`config.mk`:
```
export PLATFORM = sky130hd
export DESIGN_NAME = regfile_32x64
export DESIGN_NICKNAME = d
export VERILOG_FILES = /design/src/rtl/regfile_32x64.sv
export SDC_FILE = /design/constraint.sdc
export NUM_CORES = 2
export LEC_CHECK = 0
export ABC_CLOCK_PERIOD_IN_PS = 196100
export CORE_ASPECT_RATIO = 1.1
export CORE_MARGIN = 3
export CORE_UTILIZATION = 36
export DETAILED_ROUTE_END_ITERATION = 12
export PLACE_DENSITY = 0.5
export SYNTH_ARGS = -nofsm -noshare
export SYNTH_HDL_FRONTEND = slang
export SYNTH_SLANG_ARGS = --single-unit
export TNS_END_PERCENT = 1
```
`constraint.sdc`:
```
create_clock -name clk -period 196.1 [get_ports clk]
set_input_delay 39.22 -clock clk [delete_from_list [all_inputs] [get_ports clk]]
set_output_delay 39.22 -clock clk [all_outputs]
set_load 0.01 [all_outputs]
```
`src/rtl/regfile_32x64.sv`:
```
// 32-entry register file: X0..X30 in flops, X31 hardwired to zero.
// Two combinational read ports built from per-bit 32:1 muxes, optional write forwarding.

module mux32to1 (
    input  logic [31:0] i_d,
    input  logic [4:0]  i_sel,
    output logic        o_y
);
    assign o_y = i_d[i_sel];
endmodule

module regfile_32x64 #(
    parameter int WIDTH  = 64,
    parameter int BYPASS = 0
) (
    input  logic             clk,
    input  logic             reset,
    input  logic             RegWrite,
    input  logic [4:0]       WriteRegister,
    input  logic [WIDTH-1:0] WriteData,
    input  logic [4:0]       ReadRegister1,
    input  logic [4:0]       ReadRegister2,
    output logic [WIDTH-1:0] ReadData1,
    output logic [WIDTH-1:0] ReadData2
);
    logic [WIDTH-1:0] r_x [31];
    logic [30:0]      w_dec;
    logic [31:0]      w_slice [WIDTH];
    logic [WIDTH-1:0] w_rd1;
    logic [WIDTH-1:0] w_rd2;
    logic             w_fwd1;
    logic             w_fwd2;

    // Decoder output for address 31 is never generated, so writes to XZR vanish.
    always_comb begin
        w_dec = '0;
        for (int unsigned r = 0; r < 31; r++) begin
            w_dec[r] = RegWrite && (WriteRegister == 5'(r));
        end
    end

    always_ff @(posedge clk or posedge reset) begin
        if (reset) begin
            for (int unsigned r = 0; r < 31; r++) begin
                r_x[r] <= '0;
            end
        end else begin
            for (int unsigned r = 0; r < 31; r++) begin
                if (w_dec[r]) begin
                    r_x[r] <= WriteData;
                end
            end
        end
    end

    // Bit b of every register feeds mux b; slot 31 stays tied to zero.
    always_comb begin
        w_slice = '{default: '0};
        for (int unsigned b = 0; b < WIDTH; b++) begin
            for (int unsigned r = 0; r < 31; r++) begin
                w_slice[b][r] = r_x[r][b];
            end
        end
    end

    for (genvar b = 0; b < WIDTH; b++) begin : g_bit
        mux32to1 u_mux1 (
            .i_d   (w_slice[b]),
            .i_sel (ReadRegister1),
            .o_y   (w_rd1[b])
        );
        mux32to1 u_mux2 (
            .i_d   (w_slice[b]),
            .i_sel (ReadRegister2),
            .o_y   (w_rd2[b])
        );
    end

    // Forwarding is suppressed during reset so reads stay zero while clearing.
    assign w_fwd1 = (BYPASS != 0) && RegWrite && !reset &&
                    (WriteRegister == ReadRegister1) && (ReadRegister1 != 5'd31);
    assign w_fwd2 = (BYPASS != 0) && RegWrite && !reset &&
                    (WriteRegister == ReadRegister2) && (ReadRegister2 != 5'd31);

    assign ReadData1 = w_fwd1 ? WriteData : w_rd1;
    assign ReadData2 = w_fwd2 ? WriteData : w_rd2;
endmodule

```
==> impl_summary.log <==
INFO  metric arrival = around 45 ns
INFO  metric max-vdd-ir-drop = 0.007596 mV
INFO  metric finalWorstPathRequiredPeriod = 84.14 ns
INFO  metric worst-setup-path-type = primary input to output port
INFO  metric worst_skew_pair.late_latency = 0.90 ns
INFO  metric clkPwrFrac = between 30% and 40%
INFO  metric setup_clock_skew_after_layout = 0 ns
INFO  metric hold_path_depth = 1
INFO  metric worstSetupStartpointType = primary input
INFO  metric synthesis.yosys.warnings = 0
INFO  metric layout_setup_ws = 111.96 ns
INFO  metric min_delay_path_class = register to register
INFO  metric max_clock_freq = 11.89 MHz
INFO  metric post_synth_most_frequent_cells = sky130_fd_sc_hd__dfrtp_1 (1,984), sky130_fd_sc_hd__mux2_2 (1,903), sky130_fd_sc_hd__mux2i_1 (1,900)
INFO  metric synth_cell_type_count = 46
INFO  metric synthMostInstantiatedCell = sky130_fd_sc_hd__dfrtp_1
INFO  metric dieArea = 306,200 µm²
INFO  metric max-clock-path-buffers = 4
INFO  metric power.leakage = 54.80 nW
INFO  metric worstPathRequired = about 160 ns
INFO  metric run_status = finished clean
INFO  metric dp.final_hpwl = 227,100 µm
INFO  metric synthesis.instances = ~8,600
INFO  metric netSwitchingFraction = 28.97%
INFO  metric largest_register = r_x
INFO  metric layout.core_utilization = 40.24%
INFO  metric drt.antenna.violating_nets = 0
INFO  metric horiz_die_dim = 527.9 µm
INFO  metric routed_wl_per_cell = 32.40 µm
INFO  metric setup_violators_final = 0
INFO  metric cap_viol_max_count = 0
INFO  metric number_of_buffers_inserted_during_clock_tree_synthesis = 228
INFO  metric pre_cts_slack = 111.98 ns
INFO  metric height_of_the_die = 580.0 µm
INFO  metric timing.reg2reg.worst_path_depth = 1
INFO  metric clock-sinks = 1,984
INFO  metric synth_seq_area_share = 46.04%
INFO  metric post-cts-setup-buffer-count = 0
INFO  metric portBuffers = 209
INFO  metric synthTopCellsByArea = sky130_fd_sc_hd__dfrtp_1 (46%), sky130_fd_sc_hd__mux2_2 (20%), sky130_fd_sc_hd__mux2i_1 (18%)
INFO  metric synthDominantAreaCellType = sky130_fd_sc_hd__dfrtp_1
INFO  metric synth.top_cell.area_share = 46.04%
INFO  metric ys_async_rst_share = between 90% and 100%
INFO  metric drt_first_pass_iters = 5
INFO  metric post_synthesis_mean_instance_area = 12.49 µm²
INFO  metric timing.hold.ws = slightly above 0.5 ns
INFO  metric layout-area-overhead-vs-synth = 11.17%
INFO  metric number_of_antenna_violations_at_the_first_check_in_global_routing = 33
INFO  metric synth.ff_latch_count = 1,984
INFO  metric share_comb_of_total_power = 19.2%
INFO  metric nNetsFinal = 8,365
INFO  metric post_synth_instance_area = 107,800 µm²
INFO  metric worst_slew_pin_slew = between 1 and 1.5 ns
INFO  metric fp.coreArea = about 300,000 µm²
INFO  metric global_route_wire_length_before_repair = roughly 570,000 µm
INFO  metric gpl.final_weighted_congestion = 0.7900
INFO  metric clk_pin_slew = around 0.060 ns
INFO  metric detail_route.iter0.violations = 6,085
INFO  metric dpl-instance-area = 112,100 µm²
INFO  metric vias_per_cell = between 6 and 7
INFO  metric largest_register_ffs = about 2,000
INFO  metric grt_start_max_net_pins = 179
INFO  metric biggestRegsByFlops = r_x: 1984 flops
INFO  metric layout-drive-gt1-share = 30.70%
INFO  metric final_design_area_no_fill = 119,900 µm²
INFO  metric ios = 210
INFO  metric mappedNetlistNets = 8,719
INFO  metric grt-ovfl-total = 0
INFO  metric crit_path_max_fanout = 57
INFO  metric pwr_density_cell = 10.26 nW/µm²
INFO  metric p_seq_share = 44.6%
INFO  metric maxSlewViolCount = 0
INFO  metric initial_core_util = 36.19%
INFO  metric grt_setup_unrepaired = false
INFO  metric final.setup.tns = 0 ns
INFO  metric final-hold-violation-count = 0
INFO  metric placementRows = 210
INFO  metric cts.root.buffer_cell = sky130_fd_sc_hd__clkbuf_16
INFO  metric tritoncts = built
INFO  metric min_period_over_period = 42.91%
INFO  metric h-tree-depth = 4
INFO  metric cts_repair_resize_count = 0
INFO  metric grt_util_all_layers = 25.49%
INFO  metric p_int = 0.0008738 W
INFO  metric holdBufCountCts = 0
INFO  metric wl = between 400,000 and 500,000 µm
INFO  metric worst_setup_path_end_kind = output port
INFO  metric power.net_switching = 0.0003565 W
INFO  metric synth-edff-count = 0
INFO  metric detail_route.drc_violations = 0
INFO  metric synth-main-ff-cell = sky130_fd_sc_hd__dfrtp_1
INFO  metric max-slew-margin-rel = 11.60%
INFO  metric dr_total_vias = 74,530
INFO  metric grt_pass1_vias = 77,310
## layer usage
layer	GRT usage, %	vias up	routed length, µm
li1	-	31530	-
met1	33.42	39990	172600
met2	42.61	2235	192200
met3	3.651	766	20130
met4	9.519	8	16600
met5	0	-	49
## critical path, stage by stage
cell,delay (ns)
sky130_fd_sc_hd__buf_8,0.46
sky130_fd_sc_hd__buf_4,0.87
sky130_fd_sc_hd__buf_4,0.86
sky130_fd_sc_hd__buf_4,0.95
sky130_fd_sc_hd__buf_4,0.77
sky130_fd_sc_hd__mux2i_1,0.18
sky130_fd_sc_hd__a22oi_1,0.22
sky130_fd_sc_hd__a21oi_1,0.11
sky130_fd_sc_hd__nor3_1,0.34
sky130_fd_sc_hd__clkdlybuf4s50_1,0.60
## cells in the final DEF, fill, tap and decap left out, types with 9 or more instances in the layout
cell type                         count
sky130_fd_sc_hd__a21oi_1            256
sky130_fd_sc_hd__a221oi_1           126
sky130_fd_sc_hd__a22o_1             126
sky130_fd_sc_hd__a22oi_1            630
sky130_fd_sc_hd__buf_12               9
sky130_fd_sc_hd__buf_4              196
sky130_fd_sc_hd__bufinv_16           19
sky130_fd_sc_hd__clkbuf_1            56
sky130_fd_sc_hd__clkbuf_16          230
sky130_fd_sc_hd__clkbuf_8            54
sky130_fd_sc_hd__clkdlybuf4s50_1    201
sky130_fd_sc_hd__clkinv_2            38
sky130_fd_sc_hd__dfrtp_1           1984
sky130_fd_sc_hd__mux2_1              22
sky130_fd_sc_hd__mux2_2            1903
sky130_fd_sc_hd__mux2_4              60
sky130_fd_sc_hd__mux2i_1           1900
sky130_fd_sc_hd__nand2_1            131
sky130_fd_sc_hd__nand2_4             12
sky130_fd_sc_hd__nand3_1            132
sky130_fd_sc_hd__nor2_4              12
sky130_fd_sc_hd__nor3_1             128
sky130_fd_sc_hd__o211ai_1           129
## logic make-up after synthesis
group	Yosys count	synth area share [%]
AO/OA/AOI/OAI	1278	8.596
AND/OR/NAND/NOR	483	2.230
multiplexers	3892	38.72
buffers and inverters	1000	4.423
flip-flops	1984	46.04
## path summary, 6_finish.rpt
check	startpoint	endpoint	slack, ns
worst min-delay path	r_x[1730]	r_x[1730]	0.51
worst max-delay path	ReadRegister2[2]	ReadData2[4]	111.96
worst min register to register	r_x[1730]	r_x[1730]	0.51
worst max register to register	r_x[404]	r_x[404]	195.29
min in group asynchronous	reset	r_x[1427]	38.87
max in group asynchronous	reset	r_x[1897]	152.75
## layout make-up
| cell class | instances | area (µm²) |
|---|---|---|
| diodes | 5 | 12.51 |
| clock buffers | 340 | 6709 |
| clock inverters | 72 | 1035 |
| fillers | 28090 | 178100 |
| inverters | 2 | 15.01 |
| multi-input cells | 5653 | 53790 |
| flip-flops and latches | 1984 | 49650 |
| well taps | 3922 | 4907 |
| repair buffers | 414 | 3776 |
## metrics by stage
stage | cells | total power (W)
after floorplan | 8637 | 0.0007235
after global placement | 11980 | 0.0007802
after detailed placement | 11980 | 0.0007911
after CTS | 12390 | 0.001241
after global routing | 12390 | 0.001288
final | 12390 | 0.001230
## power groups by stage
| stage | combinational, W | clock (W) | sequential [W] |
|---|---|---|---|
| finish | 0.000236 | 0.000446 | 0.000549 |
| global route | 0.000256 | 0.000472 | 0.000560 |
| CTS | 0.000237 | 0.000456 | 0.000548 |
| detailed placement | 0.000236 | 0 | 0.000555 |
| global placement | 0.000231 | 0 | 0.000550 |
| floorplan | 0.000181 | 0 | 0.000543 |
Power figures use the tool's default switching activity.
